==> config.mk <==
export PLATFORM = sky130hd
export DESIGN_NAME = sprite_blit_engine
export DESIGN_NICKNAME = d
export VERILOG_FILES = /design/src/rtl/sprite_blit_pkg.sv /design/src/rtl/sprite_blit_engine_rom.sv /design/src/rtl/sprite_blit_engine.sv
export SDC_FILE = /design/constraint.sdc
export NUM_CORES = 1
export LEC_CHECK = 0
export ABC_CLOCK_PERIOD_IN_PS = 6400
export BUFFER_PORTS_ARGS = -buffer_cell sky130_fd_sc_hd__buf_4
export CAP_MARGIN = 20
export CORE_ASPECT_RATIO = 0.5
export CORE_MARGIN = 2
export CORE_UTILIZATION = 55
export CTS_BUF_LIST = sky130_fd_sc_hd__clkbuf_8 sky130_fd_sc_hd__clkbuf_16
export CTS_CLUSTER_SIZE = 14
export DETAILED_ROUTE_END_ITERATION = 10
export GPL_TIMING_DRIVEN = 0
export PLACE_DENSITY = 0.76
export SLEW_MARGIN = 20
export SYNTH_ARGS = -nofsm -noshare
export SYNTH_HDL_FRONTEND = slang
export SYNTH_SLANG_ARGS = --single-unit
==> constraint.sdc <==
create_clock -name clk -period 6.4 [get_ports clk]
set_input_delay 0.64 -clock clk [delete_from_list [all_inputs] [get_ports clk]]
set_output_delay 0.64 -clock clk [all_outputs]
set_load 0.02 [all_outputs]
==> src/rtl/sprite_blit_pkg.sv <==
// Shared types and constants for the sprite blitter. The optional horizontal flip is
// guarded by SPRITE_BLIT_MIRROR_EN.
package sprite_blit_pkg;

  localparam int FB_WIDTH_C    = 226;
  localparam int FB_HEIGHT_C   = 248;
  localparam int SPRITE_W_C    = 16;
  localparam int SPRITE_H_C    = 16;
  localparam int NUM_SPRITES_C = 8;
  localparam int ADDR_W_C      = 20;
  localparam int SPR_BITS_C    = $clog2(NUM_SPRITES_C);
  localparam int ROW_BITS_C    = $clog2(SPRITE_H_C);
  localparam int COL_BITS_C    = $clog2(SPRITE_W_C);
  localparam int ROM_AW_C      = SPR_BITS_C + ROW_BITS_C + COL_BITS_C;
  localparam logic [15:0] TRANSPARENT_C = 16'h0000;

  typedef enum logic [2:0] {
    IDLE,
    FETCH,
    CHECK,
    WAIT_BLANK,
    WRITE,
    NEXT,
    DONE
  } blit_state_t;

  typedef struct packed {
    logic [SPR_BITS_C-1:0] sprite;
    logic [9:0]            x;
    logic [9:0]            y;
`ifdef SPRITE_BLIT_MIRROR_EN
    logic                  mirror;
`endif
  } blit_cmd_t;

  // Built-in sprite image, addressed {sprite, row, col}; stands in for the hex image.
  function automatic logic [15:0] rom_pixel(input logic [ROM_AW_C-1:0] a);
    logic [SPR_BITS_C-1:0] s;
    logic [ROW_BITS_C-1:0] r;
    logic [COL_BITS_C-1:0] c;
    logic [15:0]           p;
    s = a[ROM_AW_C-1 -: SPR_BITS_C];
    r = a[COL_BITS_C +: ROW_BITS_C];
    c = a[COL_BITS_C-1:0];
    case (s)
      3'd0:    p = 16'h0005;
      3'd1:    p = (r == c) ? (16'h0010 + {12'h000, r}) : TRANSPARENT_C;
      3'd2:    p = (r == 4'd0 && c == 4'd0) ? 16'h0003 : TRANSPARENT_C;
      3'd3:    p = {8'h30, r, c};
      default: p = (r[0] ^ c[0]) ? {4'h7, 1'b0, s, r, c} : TRANSPARENT_C;
    endcase
    return p;
  endfunction

endpackage

==> src/rtl/sprite_blit_engine_rom.sv <==
// Sprite pixel ROM: synchronous read, one cycle of latency.
module sprite_blit_engine_rom
  import sprite_blit_pkg::*;
(
  input  logic                clk,
  input  logic [ROM_AW_C-1:0] addr,
  output logic [15:0]         data
);

  always_ff @(posedge clk) begin
    data <= rom_pixel(addr);
  end

endmodule

==> src/rtl/sprite_blit_engine.sv <==
// Sprite blitter: copies non-transparent, on-screen sprite pixels into the frame buffer
// during VGA blanking. Optional horizontal flip via SPRITE_BLIT_MIRROR_EN.
//
// state      | meaning
// IDLE       | ready for a command
// FETCH      | ROM address for (row, col) presented
// CHECK      | ROM data back; transparency / clip test, latch write
// WAIT_BLANK | pixel pending, waiting for blank_n=0
// WRITE      | wr_req_n low until sram_ready or blanking ends
// NEXT       | advance col/row
// DONE       | one-cycle done pulse
module sprite_blit_engine
  import sprite_blit_pkg::*;
(
  input  logic                  clk,
  input  logic                  reset_n,
  input  logic                  cmd_valid,
  output logic                  cmd_ready,
  input  logic [SPR_BITS_C-1:0] cmd_sprite,
  input  logic [9:0]            cmd_x,
  input  logic [9:0]            cmd_y,
`ifdef SPRITE_BLIT_MIRROR_EN
  input  logic                  cmd_mirror,
`endif
  input  logic                  blank_n,
  output logic                  wr_req_n,
  output logic [ADDR_W_C-1:0]   wr_addr,
  output logic [15:0]           wr_data,
  input  logic                  sram_ready,
  output logic                  busy,
  output logic                  done
);

  blit_state_t           state;
  blit_cmd_t             cmd;
  blit_cmd_t             next_cmd;
  logic [ROW_BITS_C-1:0] row;
  logic [COL_BITS_C-1:0] col;
  logic [COL_BITS_C-1:0] rom_col;
  logic [ROM_AW_C-1:0]   rom_addr;
  logic [15:0]           rom_data;
  logic [10:0]           px;
  logic [10:0]           py;
  logic [ADDR_W_C-1:0]   lin_addr;
  logic                  skip;

  always_comb begin
    next_cmd        = '0;
    next_cmd.sprite = cmd_sprite;
    next_cmd.x      = cmd_x;
    next_cmd.y      = cmd_y;
`ifdef SPRITE_BLIT_MIRROR_EN
    next_cmd.mirror = cmd_mirror;
`endif
  end

`ifdef SPRITE_BLIT_MIRROR_EN
  // Flip reads the ROM right-to-left; the destination column is unchanged.
  assign rom_col = col ^ {COL_BITS_C{cmd.mirror}};
`else
  assign rom_col = col;
`endif

  assign rom_addr = {cmd.sprite, row, rom_col};

  sprite_blit_engine_rom u_rom (
    .clk  (clk),
    .addr (rom_addr),
    .data (rom_data)
  );

  // 11-bit sums so positions past 1023 clip instead of wrapping back on screen.
  assign px       = {1'b0, cmd.x} + {7'b0, col};
  assign py       = {1'b0, cmd.y} + {7'b0, row};
  assign lin_addr = ADDR_W_C'(py) * ADDR_W_C'(FB_WIDTH_C) + ADDR_W_C'(px);
  assign skip     = (rom_data == TRANSPARENT_C) || (px >= 11'(FB_WIDTH_C)) ||
                    (py >= 11'(FB_HEIGHT_C));

  always_ff @(posedge clk or negedge reset_n) begin
    if (!reset_n) begin
      state     <= IDLE;
      cmd       <= '0;
      row       <= '0;
      col       <= '0;
      cmd_ready <= 1'b1;
      wr_req_n  <= 1'b1;
      wr_addr   <= '0;
      wr_data   <= '0;
      busy      <= 1'b0;
      done      <= 1'b0;
    end else begin
      done <= 1'b0;
      case (state)
        IDLE: begin
          if (cmd_valid && cmd_ready) begin
            cmd       <= next_cmd;
            row       <= '0;
            col       <= '0;
            cmd_ready <= 1'b0;
            busy      <= 1'b1;
            state     <= FETCH;
          end
        end
        FETCH: state <= CHECK;
        CHECK: begin
          if (skip) begin
            state <= NEXT;
          end else begin
            wr_addr <= lin_addr;
            wr_data <= rom_data;
            state   <= WAIT_BLANK;
          end
        end
        WAIT_BLANK: begin
          if (!blank_n) begin
            wr_req_n <= 1'b0;
            state    <= WRITE;
          end
        end
        WRITE: begin
          // Completion wins over blanking ending in the same cycle.
          if (sram_ready) begin
            wr_req_n <= 1'b1;
            state    <= NEXT;
          end else if (blank_n) begin
            wr_req_n <= 1'b1;
            state    <= WAIT_BLANK;
          end
        end
        NEXT: begin
          col <= col + 1'b1;
          if (col == COL_BITS_C'(SPRITE_W_C - 1)) begin
            if (row == ROW_BITS_C'(SPRITE_H_C - 1)) begin
              done  <= 1'b1;
              busy  <= 1'b0;
              state <= DONE;
            end else begin
              row   <= row + 1'b1;
              state <= FETCH;
            end
          end else begin
            state <= FETCH;
          end
        end
        DONE: begin
          cmd_ready <= 1'b1;
          state     <= IDLE;
        end
        default: state <= IDLE;
      endcase
    end
  end

endmodule

==> results of run 1 <==
==> cell type report <==
cell class              instances  area [µm²]
inverters                      51         191
clock buffers                   9         225
repair buffers                 66         495
fillers                       910        3740
clock inverters                 7        81.3
multi-input cells             514        4070
well taps                     159         199
plain buffers                  23         144
flip-flops and latches         84        2040
==> path summary, 6_finish.rpt <==
path,from,to,slack (ns),cells after the start
setup / recovery,row[0],wr_addr[18],0.37,23
hold / removal,reset_n,cmd[21],0.43,1
setup reg to reg,row[0],wr_addr[18],0.37,23
hold reg to reg,u_rom.data[6],wr_data[6],0.50,1
max in group asynchronous,reset_n,wr_addr[18],5.38,1
min in group clk,cmd_sprite[0],cmd[20],0.47,3
==> per-layer routing <==
metal | up-vias | wire (µm)
li1 | 2493 | -
met5 | - | 0
met2 | 78 | 6650
met1 | 2460 | 6810
met4 | 0 | 182
met3 | 16 | 442
==> registers in the layout, summed over array words and instances, names as in the netlist <==
signal      count
wr_req_n        1
cmd            23
wr_data        13
cmd_ready       1
done            1
wr_addr        20
row             4
state           3
busy            1
col             4
u_rom.data     13
==> power breakdown <==
part           internal [mW]  switching [mW]
Sequential             0.529               0
Clock                  0.278           0.251
Combinational         0.0118          0.0130
Total                  0.819           0.264
==> per-stage QoR <==
stage | power, mW | instance area, µm²
final | 1.08 | 7450
after global routing | 1.12 | 7450
after CTS | 1.09 | 7420
after detailed placement | 0.565 | 7120
after global placement | 0.565 | 7110
after floorplan | 0.543 | 6420
==> kinds of logic after synthesis <==
kind of cell | after synthesis | synth area share
other cells | 1 | 0.000584
mux | 23 | 0.0484
simple gates | 232 | 0.182
compound gates | 121 | 0.144
flops | 84 | 0.318
xor+xnor | 44 | 0.0612
fa+ha+maj | 92 | 0.194
buf+inv | 74 | 0.0523
==> placed cells by master, fill, tap and decap left out, types with 9 or more instances in the layout <==
cell type and instances:
a21oi_1 26, buf_4 69, clkbuf_1 13, clkbuf_16 9
dfrtp_1 69, dfxtp_1 13, fa_1 13, ha_1 77
inv_1 50, mux2_4 14, nand2_1 88, nand3_1 22
nor2_1 44, nor3_1 11, o21ai_0 25, or2_2 9
xnor2_1 26, xor2_1 17
==> reports/metrics.yaml, run 1 <==
drt:
  antenna_left: 0
  vias_per_cell: 5.53
  wl_per_cell_um: 15.4
  vias: 5047
  drt-initial-drc-count: 219
  first_pass_iters: 4
  finalWirelength_mm: 14.1
  drc: 0
worst_setup_path:
  path_cells: "ha_1 > fa_1 > a211oi_4 > nor2_1 > nor2_4 > inv_1 > xnor2_1 > xnor2_1 > ha_1 > ha_1 > inv_1 > fa_1 > inv_1 > ha_1 > o21a_1 > o31a_1 > a21oi_1 > ha_1 > nor3_1 > o211ai_2 > a2111oi_2 > a41oi_1 > nand3_1"
  crit_buf_inv: 3
  end_kind: "flip-flop"
  cp_max_fo: 8
  critical-path-top-delay-family: "adder cells"
  arrival_ns: 6.32
  critPathSlowestCell: "dfrtp_1"
  cp-start-kind: "flip-flop"
  crit_top_cell: "ha_1"
  required_ns: 6.69
  worst-setup-path-type: "flip-flop to flip-flop"
  cp_slowest_stage_delay_ns: 0.52
sta:
  max_freq_mhz: 166
  timing.hold.ws_ns: 0.426
  setup_tns_ns: 0
  slew_violations: 0
  timing.final.hold_violations: 0
  finalCriticalPeriod_ns: 6.03
  fin_ws_ns: 0.368
  setup_viol: 0
  fin_crit_sh: 0.943
  rsz0062_at_grt: "false"
  maxSlewHeadroom: 0.387
  worstMarginPinSlew_ns: 0.919
  fin_skew_ns: 0.00843
power_and_ir_drop:
  power_density_mw_per_mm2: 145
  peakVddDrop_v: 0.000117
  p_leak_nw: 3.82
finish:
  layoutNonFillerInstCount: 913
  fin_util: 0.666
  n_antenna_cell: 0
  area_growth_pct: 16.0
  drive_gt1_frac: 0.204
  nets: 867
global_routing:
  met2_usage: 0.409
  grt_util_all_layers: 0.241
  top_usage_layer: "met2"
  gr-usage-met1: 0.320
  grt_max_degree: 72
  grt_pass1_wl_mm: 23.8
  grt-ovfl-total: 0
  grt_pass1_vias: 5044
  antenna_found_initial: 0
  grt_use_met3: 0.0389
clock_tree:
  cts_resized: 0
  clock_sinks: 84
  root_buffer: "clkbuf_16"
  numCtsBuffers: 9
  ctsHoldBuffers: 0
  cts_max_path_buffers: 2
  cts_tree: "yes"
  h-tree-depth: 3
  clk_pin_slew_ns: 0.07
  clkLatencyLatePin_ns: 0.35
  cts_setup_buffers: 0
yosys:
  syn_area_per_cell_um2: 9.56
  ys_seq_elements: 84
  async_reset_ff_frac: 0.845
  synth_top_cell_by_area: "dfrtp_1"
  synth_area_leaders: "dfrtp_1 27%, ha_1 15%, nand2_1 5.1%"
  synth_top_cells_by_count: "88 x nand2_1, 77 x ha_1, 69 x dfrtp_1"
  synthCells: 671
  synth_cell_types: 83
  yosys_warnings: 0
  synthFlopType: "dfrtp_1"
  synth_area_mm2: 0.00642
  seq_area_frac_synth: 0.318
  synth_most_common_cell: "nand2_1"
  synth_top_area_frac: 0.269
  synth_edf_count: 0
placed_design:
  dp_hpwl_mm: 10.9
  io_buffer_count: 65
  dp.cells: 897
  gp_congestion: 0.915
  pre_cts_ws_ns: 0.158
status:
  outcome: "completed"
floorplan:
  dieArea_mm2: 0.0126
  num_rows: 27
  core_area_mm2: 0.0112
  die_h_um: 80.4
  die_w_um: 157
  ios: 68
  start_util: 0.574
job:
  cap_violations: 0
hold_path:
  hold_path_class: "primary input to asynchronous set/reset pin"
Power figures use the tool's default switching activity.
==> inputs of run 2 (changes only) <==
- CORE_UTILIZATION: 55 -> 41
- PLACE_DENSITY: 0.76 -> 0.6
==> run 2 against run 1 <==
Sequential power about the same. Core utilization decreased by 18 points. Worst setup slack got worse by 0.0029 ns. Global-route usage decreased by 5.7 points. Total power increased by 0.13%. Clock skew increased by 0.0021 ns. Wire length increased by 1.8%. Critical endpoint unchanged. Largest power group is now the clock network.
==> reports/metrics.yaml, run 2 (same netlist as run 1, synthesis figures left out) <==
clock_tree:
  numCtsBuffers: 9
  ctsHoldBuffers: 0
  clkLatencyLatePin_ns: 0.36
  root_buffer: "clkbuf_16"
  h-tree-depth: 3
  cts_tree: "yes"
  clock_sinks: 84
  cts_max_path_buffers: 2
  clk_pin_slew_ns: 0.07
placed_design:
  gp_congestion: 0.818
  dp_hpwl_mm: 11.2
  io_buffer_count: 65
  pre_cts_ws_ns: 0.218
  dp.cells: 941
sta:
  rsz0062_at_grt: "false"
  fin_crit_sh: 0.943
  setup_tns_ns: 0
  setup_viol: 0
  worstMarginPinSlew_ns: 0.915
  max_freq_mhz: 166
  maxSlewHeadroom: 0.390
  finalCriticalPeriod_ns: 6.04
  fin_ws_ns: 0.365
  fin_skew_ns: 0.0106
  timing.final.hold_violations: 0
  slew_violations: 0
drt:
  antenna_left: 0
  finalWirelength_mm: 14.3
  vias: 4965
  first_pass_iters: 4
  wl_per_cell_um: 15.0
  drt-initial-drc-count: 206
  vias_per_cell: 5.19
  drc: 0
finish:
  n_antenna_cell: 0
  fin_util: 0.488
  regMostFlops: "cmd"
  layoutNonFillerInstCount: 957
  largest_register_ffs: 23
  final_common_cell: "nand2_1"
  area_growth_pct: 16.7
  nets: 866
  layout_common_cells: "88 x nand2_1, 77 x ha_1, 69 x dfrtp_1, 68 x buf_4, 50 x inv_1"
  drive_gt1_frac: 0.205
  reg_top3: "cmd (23), wr_addr (20)"
floorplan:
  start_util: 0.418
  dieArea_mm2: 0.0167
  die_h_um: 92.5
  ios: 68
  die_w_um: 181
  num_rows: 32
  core_area_mm2: 0.0153
power_and_ir_drop:
  power_frac_clock: 0.489
  seqPwrFrac: 0.488
  comb_power_share: 0.023
  swShare: 0.246
  power_density_mw_per_mm2: 145
  p_switching_mw: 0.267
  p_leak_nw: 3.81
  intPower_mw: 0.818
  peakVddDrop_v: 0.000101
worst_setup_path:
  cp-start-kind: "flip-flop"
  required_ns: 6.63
  crit_buf_inv: 3
  path_cells: "ha_1 > fa_1 > a211oi_2 > nor2_1 > nor2_4 > inv_1 > xnor2_1 > ha_1 > ha_1 > ha_1 > inv_1 > fa_1 > inv_1 > ha_1 > or3_1 > or2_2 > o22ai_1 > xor2_1 > nor4_1 > and3_1 > or2b_1 > nand3_1"
  cp_max_fo: 8
  cp.depth: 22
  arrival_ns: 6.27
  critPathSlowestCell: "dfrtp_1"
  cp_slowest_stage_delay_ns: 0.53
  worst-setup-path-type: "flip-flop to flip-flop"
  crit_top_cell: "ha_1"
  end_kind: "flip-flop"
  critical-path-top-delay-family: "adder cells"
  rr_worst_depth: 22
global_routing:
  grt_pass1_vias: 5037
  grt-ovfl-total: 0
  antenna_found_initial: 0
  grt_max_degree: 72
  grt_util_all_layers: 0.184
  grt_use_met3: 0.0350
  top_usage_layer: "met2"
  grt_pass1_wl_mm: 24.8
  met2_usage: 0.298
  gr-usage-met1: 0.254
hold_path:
  hold_path_class: "primary input to asynchronous set/reset pin"
job:
  cap_violations: 0
status:
  outcome: "completed"
==> run 2: changes by cell type in the layout (fill, tap and decap cells not counted) <==
| cell | previous run | this run |
|---|---|---|
| inv_6 | 1 | 3 |
| a211oi_2 | 3 | 4 |
| a211oi_4 | 1 | 0 |
| buf_4 | 69 | 68 |
| clkinv_4 | 2 | 1 |
| clkinv_8 | 2 | 1 |
| xnor2_1 | 26 | 25 |
| xnor2_2 | 0 | 1 |
==> run 2: what timing repair did <==
item,in CTS,in global routing
resized for setup,0,3
buffers inserted,0,0
setup endpoints to repair,0,7
==> run 2: path summary, 6_finish.rpt <==
check	from	to	slack [ns]
worst max-delay path	row[0]	wr_addr[18]	0.36
worst min-delay path	reset_n	cmd[21]	0.43
worst max register to register	row[0]	wr_addr[18]	0.36
worst min register to register	u_rom.data[7]	wr_data[7]	0.49
max in group asynchronous	reset_n	wr_addr[12]	5.39
min in group clk	cmd_x[5]	cmd[15]	0.47
==> run 2: through the flow <==
step	area [µm²]	total power, mW	hold WS, ns
2_1_floorplan	6420	0.543	0.344
3_3_place_gp	7160	0.565	0.474
5_1_grt	7490	1.12	0.472
4_1_cts	7460	1.10	0.453
6_report	7490	1.08	0.426
3_5_place_dp	7160	0.566	0.474
==> run 2: metal layers <==
metal	wire length, µm	vias to the layer above
li1	-	2491
met1	7240	2397
met3	481	16
met4	208	0
met2	6400	61
met5	0	-
==> run 2: area by class of cell <==
| type | instances | area, µm² |
|---|---|---|
| multi-input combinational | 514 | 4070 |
| clock buffer | 9 | 225 |
| clock inverter | 7 | 73.8 |
| timing repair buffer | 65 | 488 |
| fill | 1424 | 7850 |
| buffer | 23 | 144 |
| tap | 204 | 255 |
| inverter | 51 | 191 |
| sequential | 84 | 2040 |
==> run 2: power groups by stage <==
stage | clock, mW | sequential, mW | combinational (mW)
after floorplan | 0 | 0.540 | 0.00311
after global placement | 0 | 0.540 | 0.0256
after detailed placement | 0 | 0.540 | 0.0260
after CTS | 0.545 | 0.529 | 0.0260
after global routing | 0.565 | 0.529 | 0.0286
final | 0.530 | 0.529 | 0.0249
